### src/rtl/FIR_pkg.sv
// Shared FIR front-end types: window-loader state encoding and adder sizing.
package FIR_pkg;

   localparam int unsigned MCA_MAX_ADDITIONS = 16;
   localparam int unsigned WCNT_W            = 16;

   typedef enum logic [1:0] {
      LDR_IDLE  = 2'd0,
      LDR_START = 2'd1,
      LDR_BUSY  = 2'd2
   } state_ldr_e;

endpackage

### src/rtl/s_window_loader.sv
// Double-buffered loader for 2-bit control-symbol windows feeding the multi-cycle adder;
// the next window fills while the active one is held stable for the adder.
module s_window_loader
   import FIR_pkg::*;
#(
   parameter int unsigned NUM_ADDITIONS = 16,
   parameter int unsigned MCA_CYCLES    = MCA_MAX_ADDITIONS
) (
   input  logic              clk,
   input  logic              rst,
   input  logic              enable,
   input  logic              s_valid,
   input  logic [1:0]        s_data,
   output logic              s_ready,
   output logic              start,
   output logic              S_values [NUM_ADDITIONS*2-1:0],
   output logic              busy,
   output logic [WCNT_W-1:0] window_count
);

   localparam int unsigned BUF_W  = NUM_ADDITIONS * 2;
   localparam int unsigned FCNT_W = (NUM_ADDITIONS > 1) ? $clog2(NUM_ADDITIONS) : 1;
   localparam int unsigned BCNT_W = (MCA_CYCLES > 1) ? $clog2(MCA_CYCLES) : 1;
   localparam logic [FCNT_W-1:0] FCNT_LAST = FCNT_W'(NUM_ADDITIONS - 1);
   localparam logic [BCNT_W-1:0] BCNT_LAST = BCNT_W'(MCA_CYCLES - 1);

   state_ldr_e         state_q, state_d;
   logic [BCNT_W-1:0]  bcnt_q, bcnt_d;
   logic [FCNT_W-1:0]  fill_cnt_q;
   logic               fill_full_q;
   logic [BUF_W-1:0]   fill_q;
   logic [BUF_W-1:0]   active_q;
   logic [WCNT_W-1:0]  wc_q;
   logic               xfer;
   logic               launch;
   logic               accept;

   assign s_ready      = enable && !fill_full_q;
   assign accept       = s_valid && s_ready;
   assign start        = (state_q == LDR_START);
   assign busy         = (state_q == LDR_START) || (state_q == LDR_BUSY);
   assign window_count = wc_q;

   // State register and adder busy counter
   always_ff @(posedge clk or posedge rst) begin
      if (rst) begin
         state_q <= LDR_IDLE;
         bcnt_q  <= '0;
      end else if (enable) begin
         state_q <= state_d;
         bcnt_q  <= bcnt_d;
      end
   end

   // Next state: a full fill buffer is only handed over from idle
   always_comb begin
      state_d = state_q;
      bcnt_d  = bcnt_q;
      xfer    = 1'b0;
      launch  = 1'b0;
      case (state_q)
         LDR_IDLE: begin
            if (fill_full_q) begin
               xfer    = 1'b1;
               state_d = LDR_START;
            end
         end
         LDR_START: begin
            launch  = 1'b1;
            bcnt_d  = '0;
            state_d = LDR_BUSY;
         end
         LDR_BUSY: begin
            if (bcnt_q == BCNT_LAST) begin
               bcnt_d  = '0;
               state_d = LDR_IDLE;
            end else begin
               bcnt_d = bcnt_q + BCNT_W'(1);
            end
         end
         default: state_d = LDR_IDLE;
      endcase
   end

   // Fill/active buffers; accept never coincides with transfer since fill_full blocks s_ready
   always_ff @(posedge clk or posedge rst) begin
      if (rst) begin
         fill_q      <= '0;
         active_q    <= '0;
         fill_cnt_q  <= '0;
         fill_full_q <= 1'b0;
         wc_q        <= '0;
      end else if (enable) begin
         if (xfer) begin
            active_q    <= fill_q;
            fill_full_q <= 1'b0;
            fill_cnt_q  <= '0;
         end else if (accept) begin
            fill_q[{fill_cnt_q, 1'b0} +: 2] <= s_data;
            if (fill_cnt_q == FCNT_LAST) begin
               fill_full_q <= 1'b1;
            end else begin
               fill_cnt_q <= fill_cnt_q + FCNT_W'(1);
            end
         end
         if (launch) begin
            wc_q <= wc_q + WCNT_W'(1);
         end
      end
   end

   for (genvar i = 0; i < int'(BUF_W); i++) begin : g_unpack
      assign S_values[i] = active_q[i];
   end

endmodule

### config.mk
export PLATFORM = sky130hd
export DESIGN_NAME = s_window_loader
export DESIGN_NICKNAME = d
export VERILOG_FILES = /design/src/rtl/FIR_pkg.sv /design/src/rtl/s_window_loader.sv
export SDC_FILE = /design/constraint.sdc
export NUM_CORES = 1
export LEC_CHECK = 0
export BUFFER_PORTS_ARGS = -buffer_cell sky130_fd_sc_hd__buf_2
export CAP_MARGIN = 20
export CORE_MARGIN = 2
export CORE_UTILIZATION = 50
export DETAILED_ROUTE_END_ITERATION = 16
export GPL_ROUTABILITY_DRIVEN = 0
export PLACE_DENSITY = 0.79
export SYNTH_ARGS = -nofsm -noshare
export SYNTH_HDL_FRONTEND = slang
export SYNTH_SLANG_ARGS = --single-unit
### constraint.sdc
create_clock -name clk -period 9.28 [get_ports clk]
set_input_delay 1.856 -clock clk [delete_from_list [all_inputs] [get_ports clk]]
set_output_delay 1.856 -clock clk [all_outputs]
set_load 0.02 [all_outputs]
Yosys cells after proc, flatten, opt, wreduce, memory -nomap -nowiden
Index checks and enable logic that the tools add are counted.

storage, ports and cells
  word-level logic and storage cells = 51
  bits of input ports = 6
  register bits after elaboration = 91
  output and inout port bits = 51

operators by class
  reductions and logical operators = 15
  shift-type cells = 2
  add/subtract/negate cells = 4
  equality and inequality tests = 7
  mux-type cells = 15
  bitwise gates (word level) = 1

operator list
  operator                                                                 count
  32-bit bitwise mux                                                       1
  2-bit by 7-bit variable shift with 32-bit output (first input constant)  1
  2-bit by 7-bit indexed part select with 32-bit output                    1
  16-bit by 1-bit adder with 16-bit output (second input constant)         1
  4-bit two-way mux                                                        4
  3-bit AND reduction                                                      4
  4-bit by 1-bit adder with 4-bit output (second input constant)           2
  4-bit == test (second input constant)                                    2
  4-bit case mux with 2 select lines                                       1
  5-bit negator with 7-bit output                                          1
  1-bit two-way mux                                                        6
  2-bit case mux with 3 select lines                                       1
  2-bit AND reduction                                                      3
  2-bit nonzero test                                                       3
  2-bit two-way mux                                                        2
  2-bit != test (second input constant)                                    2
  2-bit by 1-bit == test with 1-bit output (second input constant)         1
  2-bit == test (second input constant)                                    1
  1-bit logical AND                                                        2
  2-bit logical NOT                                                        1
  2-bit by 1-bit != test with 1-bit output (second input constant)         1
  1-bit logical NOT                                                        1
  1-bit logical OR                                                         1
  1-bit inverter                                                           1

Longest topological paths before layout
Gate-level depths: netlist of the first run.

  depth in word-level cells = 5
  mapped depth = 8
  mapped depth without buffers = 7

Worst setup path before layout of the first run
Ideal clock, no wire load.

  path type = input port to output port
  start = input enable
  end = output s_ready
  path buffers = 1
  required time = 7424 ps
  stages = 2
  data arrival time = 2350 ps
  path slack = 5074 ps
  cell sequence = clkbuf_1 and2b_1

on the way
  cells in the longest elaborated chain, start to end = 1

RTL lines
  element             line                   source
  start: declaration  s_window_loader.sv:11  input logic enable,
  1-bit logical AND   s_window_loader.sv:38  assign s_ready = enable && !fill_full_q;
  end: declaration    s_window_loader.sv:14  output logic s_ready,

No other way between the ends.

Worst setup path after layout of the first run
Ends and elaborated chain as after synthesis.

==> flow_metrics.py, run 1 <==
metrics = {
    "yosys": {
        "synthArstFlopShare_pct": 100,
        "ys_warn_count": 0,
        "synth_cell_types": 36,
        "synthTopCellsByCount": "91 x dfrtp_1, 63 x mux2_2, 24 x nand2_1, 17 x nand3_1",
        "synthesis.nets": 337,
        "yosys.area.top_type": "dfrtp_1",
        "synth_edf_count": 0,
        "synth-simple-area-share_pct": 11.0,
        "ys.flop_type": "dfrtp_1",
        "synth_compound_area_share_pct": 4.27,
        "seq_area_frac_synth_pct": 56.8,
        "synth_top_family_by_area": "multiplexers",
        "synthTopCellsByArea": "dfrtp_1 57%, mux2_2 18%, ha_1 3.1%, xnor2_1 3.1%, nand2_1 2.2%",
        "syn_inst": 321,
        "synth.most_common_cell": "dfrtp_1",
        "syn_area_sq_um": 4010,
        "yosysTopAreaCellShare_pct": 56.8,
        "avgSynthCellArea_sq_um": 12.5,
        "synth_fa_ha_area_share_pct": 3.12,
        "synthMuxAreaShare_pct": 18.8,
        "ys_ff_latch": 91,
        "synthXorXnorAreaFrac_pct": 3.71,
    },
    "route": {
        "wl_per_cell_um": 14.8,
        "first_pass_iters": 4,
        "drc_errors": 0,
        "via_count": 2573,
        "viasPerCell": 5.31,
        "wl_um": 7170,
        "drt-initial-drc-count": 126,
        "antenna_left": 0,
    },
    "global_route": {
        "antenna_found_initial": 0,
        "grtUsageMet1_pct": 23.6,
        "grt_pass1_wl_um": 12200,
        "globalRouteOverflowTotal": 0,
        "grt_pass1_vias": 2540,
        "grt_usage_pct": 17.9,
        "grt.met3_usage_pct": 3.79,
        "use_met2_pct": 28.7,
        "grt_busiest_layer": "met2",
        "grt_max_degree": 92,
    },
    "placed_design": {
        "portBuffers": 56,
        "pre_cts_slack_ps": 5080,
        "dp_hpwl_um": 5000,
    },
    "final_layout": {
        "multi_input_area_sq_um": 1640,
        "drive_above_1_share_pct": 36.8,
        "nFillCells": 663,
        "regArea_sq_um": 2280,
        "area_delta_synth_final_pct": 15.1,
        "nNetsFinal": 395,
        "antennaDiodeCount": 0,
    },
    "worst_setup_path": {
        "cpPeakStageDelay_ps": 190,
        "crit_start": "enable",
        "r2r_start": "fill_cnt_q[0]$_DFFE_PP0P_",
        "path_class": "primary input to output pin",
        "crit_top_cell": "buf_2",
        "cp_slowest_cell": "buf_2",
        "crit_chain": "buf_2, and2b_1, buf_2",
        "path_max_fanout": 12,
        "required_ps": 7420,
        "cp-start-kind": "primary input",
        "cp_data_arrival_time_ps": 2350,
        "end_kind": "output pin",
    },
    "timing": {
        "relSlewSlack_pct": 65.1,
        "min_period_ps": 4210,
        "finalHoldWorstSlack_ps": 479,
        "setup_viol": 0,
        "final_hold_viol_count": 0,
        "worst_pin_slew_ps": 519,
        "clock.fmax_ghz": 0.238,
        "fin_tns_setup_ps": 0,
        "rsz0062_at_grt": "no",
        "skew_ps": 11.5,
        "setup_ws_ps": 5070,
        "fin_crit_sh_pct": 45.3,
        "slew_viol_final": 0,
    },
    "clock_tree": {
        "cts_tree": "done",
        "htreeDepth": 3,
        "clock_latency_ps": 350,
        "clk_path_buf_depth": 2,
        "cts_made_buffers": 9,
        "cts-hold-fix-buffers": 0,
        "cts.sinks": 91,
        "cts_root_buffer": "clkbuf_8",
        "cts_resized": 0,
        "post_cts_buffers": 0,
        "clk_pin_slew_ps": 90,
    },
    "die": {
        "start_util_pct": 51.7,
        "dieArea_sq_um": 8760,
        "die_y_um": 93.6,
        "fp.coreArea_sq_um": 7770,
        "die_width_um": 93.6,
        "num_rows": 32,
        "io_pins": 57,
    },
    "status": {
        "status": "finished, final reports clean",
    },
    "worst_hold_path": {
        "hp-class": "register to register",
        "hp-start": "window_count[15]$_DFFE_PP0P_",
    },
    "pwr": {
        "power.density_nw_per_um2": 260,
        "leakage_nw": 2.40,
        "ir_worst_vdd_mv": 0.140,
        "power_mw": 1.20,
    },
    "run": {
        "maxCapViolations": 0,
    },
}
==> layer usage <==
metal / share of wire [%] / wire length (um)
met5: 0 / 0
met4: 0.98 / 70
met3: 3.9 / 276
met2: 50 / 3580
met1: 45 / 3240
==> per-stage QoR <==
step,instance area (sq um),utilization [%],instances
2_1_floorplan,4010,-,321
3_3_place_gp,4380,56.4,469
3_5_place_dp,4380,56.4,469
4_1_cts,4590,59.1,484
5_1_grt,4620,59.4,485
6_report,4620,59.4,485
==> registers in the layout, indices dropped and copies added (netlist names) <==
signal        count
fill_q           32
bcnt_q            4
fill_full_q       1
fill_cnt_q        4
state_q           2
S_values         32
window_count     16
==> layout by cell type, fill, tap and decap left out, types with 2 or more instances in the layout <==
| cell | Yosys | final |
|---|---|---|
| o21ai_0 | 8 | 8 |
| bufinv_16 | 0 | 2 |
| or2_2 | 2 | 2 |
| clkbuf_8 | 0 | 9 |
| xnor2_1 | 14 | 14 |
| xor2_1 | 3 | 3 |
| nand2_1 | 24 | 24 |
| mux2_2 | 63 | 63 |
| nor2b_1 | 2 | 2 |
| and2_1 | 4 | 4 |
| nor3_1 | 4 | 4 |
| dfrtp_1 | 91 | 91 |
| inv_1 | 10 | 9 |
| o31ai_1 | 2 | 2 |
| buf_2 | 5 | 56 |
| nand3_1 | 17 | 17 |
| and3_1 | 6 | 6 |
| a21oi_1 | 7 | 7 |
| nand4_1 | 9 | 9 |
| mux2_1 | 4 | 4 |
| clkbuf_1 | 4 | 2 |
| nand2b_1 | 3 | 3 |
| nor2_1 | 14 | 14 |
| buf_4 | 1 | 2 |
| ha_1 | 10 | 10 |
==> cells by family (layout without fill, tap and decap cells) <==
kind of cell / count (synthesis) / after routing
flip-flops: 91 / 91
AND/OR/NAND/NOR: 89 / 89
multiplexers: 67 / 67
AO/OA/AOI/OAI: 25 / 25
buffers and inverters: 22 / 84
XOR/XNOR: 17 / 17
adder cells (fa/ha/maj): 10 / 10
==> worst paths after layout <==
kind	slack, ps	endpoint	cells after the start
max in group asynchronous	7040	fill_q[31]$_DFFE_PP0P_	4
setup / recovery	5070	s_ready	3
min in group asynchronous	1610	window_count[12]$_DFFE_PP0P_	3
hold / removal	480	window_count[15]$_DFFE_PP0P_	1
hold reg to reg	480	window_count[15]$_DFFE_PP0P_	1
setup reg to reg	6890	fill_q[21]$_DFFE_PP0P_	7
==> where the power goes <==
part           switching, mW  internal [mW]
Sequential            0.0743          0.484
Clock                  0.132          0.151
Combinational          0.203          0.155
==> cell type report <==
type	count	area share (%)
repair buffers	59	6.99
clock buffers	11	2.85
well taps	102	2.76
multi-input cells	208	35.6
flip-flops and latches	91	49.3
clock inverters	4	1.65
inverters	10	0.840
==> worst max-delay path: cells and delay by family <==
family | cells | cell delay (ps)
buffers and inverters | 2 | 340
and+or+nand+nor | 1 | 150
Power figures use the tool's default switching activity.
==> run 2, diff against run 1 <==
--- a/config.mk
+++ b/config.mk
@@ -11,7 +11,7 @@
 export CORE_UTILIZATION = 50
 export DETAILED_ROUTE_END_ITERATION = 16
 export GPL_ROUTABILITY_DRIVEN = 0
-export PLACE_DENSITY = 0.79
+export PLACE_DENSITY = 0.82
 export SYNTH_ARGS = -nofsm -noshare
 export SYNTH_HDL_FRONTEND = slang
 export SYNTH_SLANG_ARGS = --single-unit
==> constraint.sdc (replaced) <==
create_clock -name clk -period 3.4 [get_ports clk]
set_input_delay 0.68 -clock clk [delete_from_list [all_inputs] [get_ports clk]]
set_output_delay 0.68 -clock clk [all_outputs]
set_load 0.02 [all_outputs]
==> flow_metrics.py, run 2 (synthesis results as in run 1) <==
metrics = {
    "worst_setup_path": {
        "end_kind": "register",
        "cp_data_arrival_time_ps": 2600,
        "r2r_start": "state_q[0]$_DFFE_PP0P_",
        "r2r_cells": 6,
        "path_max_fanout": 17,
        "r2r_slack_ps": 1050,
        "cp_slowest_cell": "nand2_1",
        "cpPeakStageDelay_ps": 570,
        "path_class": "register to register",
        "r2r-end": "S_values[22]$_DFFE_PP0P_",
        "cp-start-kind": "register",
        "crit_chain": "inv_1, ha_1, and2_1, nand2_1, buf_4, mux2_2",
        "required_ps": 3650,
    },
    "global_route": {
        "grt_pass1_wl_um": 12400,
        "antenna_found_initial": 0,
        "grt_max_degree": 55,
        "grt_usage_pct": 18.6,
        "grt_pass1_vias": 2592,
        "globalRouteOverflowTotal": 0,
    },
    "final_layout": {
        "nFillCells": 641,
        "antennaDiodeCount": 0,
        "regArea_sq_um": 2280,
        "nNetsFinal": 394,
        "final_cells": 485,
        "multi_input_area_sq_um": 1640,
        "drive_above_1_share_pct": 37.1,
        "area_delta_synth_final_pct": 16.1,
        "final_cell_mix": "91 x dfrtp_1, 63 x mux2_2, 56 x buf_2",
        "final_common_cell": "dfrtp_1",
    },
    "timing": {
        "setup_ws_ps": 1050,
        "slew_viol_final": 0,
        "setup_viol": 0,
        "skew_ps": 4.66,
        "finalHoldWorstSlack_ps": 373,
        "min_period_ps": 2350,
        "worst_pin_slew_ps": 730,
        "fin_tns_setup_ps": 0,
        "fin_crit_sh_pct": 69.1,
        "final_hold_viol_count": 0,
        "clock.fmax_ghz": 0.425,
        "rsz0062_at_grt": "no",
        "relSlewSlack_pct": 51.2,
    },
    "pwr": {
        "leakage_nw": 2.42,
        "power.density_nw_per_um2": 742,
        "power_mw": 3.45,
        "ir_worst_vdd_mv": 0.318,
    },
    "clock_tree": {
        "cts_made_buffers": 9,
        "cts_root_buffer": "clkbuf_8",
        "clk_pin_slew_ps": 90,
        "cts_tree": "done",
        "clk_path_buf_depth": 2,
        "clock_latency_ps": 360,
        "htreeDepth": 3,
        "cts_resized": 0,
        "post_cts_buffers": 0,
        "cts-hold-fix-buffers": 0,
        "cts.sinks": 91,
    },
    "placed_design": {
        "dp_hpwl_um": 5250,
        "portBuffers": 56,
        "dp_cells": 469,
        "pre_cts_slack_ps": 1110,
    },
    "route": {
        "viasPerCell": 5.38,
        "via_count": 2610,
        "first_pass_iters": 4,
        "wl_um": 7370,
        "wl_per_cell_um": 15.2,
        "drc_errors": 0,
        "drt-initial-drc-count": 119,
        "antenna_left": 0,
    },
    "die": {
        "dieArea_sq_um": 8760,
        "die_y_um": 93.6,
        "num_rows": 32,
        "start_util_pct": 51.7,
        "fp.coreArea_sq_um": 7770,
        "die_width_um": 93.6,
        "io_pins": 57,
    },
    "worst_hold_path": {
        "hp-class": "primary input to asynchronous set/reset pin",
    },
    "run": {
        "maxCapViolations": 0,
    },
    "status": {
        "status": "finished, final reports clean",
    },
}
[run 2: cell types whose count changed in the layout (fill, tap and decap cells not counted), sizes merged]
| cell | change |
|---|---|
| buf | -1 |
| clkbuf | -1 |
| clkinv | -1 |
| inv | +1 |
| bufinv | +2 |
[run 2: final cells by class]
cell class                 instances  share of cell area, %
sequential                        91                   48.9
multi-input combinational        208                   35.3
timing repair buffer              58                   6.61
clock inverter                     6                   2.93
clock buffer                      10                   2.74
tap                              102                   2.74
inverter                          10                  0.833
[run 2: layer usage]
metal  global-route usage [%]  share of wire [%]  up-vias
met5                        0                  0        -
met4                     8.70                2.0        0
met3                     3.71                3.4       12
met2                     30.3                 50       44
met1                     23.9                 44     1326
li1                         -                  -     1228
[run 2: critical path: cells and delay by family, from the launching register on]
family,cells,cell delay (ps)
adder cells (fa/ha/maj),1,240
flip-flops,1,370
AND/OR/NAND/NOR,2,790
multiplexers,1,360
buffers and inverters,2,460
[run 2: worst max path at each step]
stage               cells past startpoint  slack (ps)                       end                      start
global route                            7         830    fill_q[15]$_DFFE_PP0P_  fill_cnt_q[0]$_DFFE_PP0P_
finish                                  6        1050  S_values[22]$_DFFE_PP0P_     state_q[0]$_DFFE_PP0P_
detailed placement                      6        1110  S_values[23]$_DFFE_PP0P_     state_q[0]$_DFFE_PP0P_
global placement                        7        1170    fill_q[10]$_DFFE_PP0P_  fill_cnt_q[0]$_DFFE_PP0P_
CTS                                     6        1040  S_values[22]$_DFFE_PP0P_     state_q[0]$_DFFE_PP0P_
floorplan                               1         360   S_values[0]$_DFFE_PP0P_                        rst
[run 2: power by group]
group,total [mW],leakage [nW],switching (mW),internal (mW)
Combinational,0.985,1.06,0.563,0.422
Sequential,1.53,1.23,0.207,1.32
Clock,0.941,0.127,0.376,0.565
[run 2: stage by stage]
stage	instance area [sq um]	util [%]
detailed placement	4390	56.6
global route	4660	60.0
global placement	4390	56.6
floorplan	4010	-
CTS	4660	60.0
finish	4660	60.0
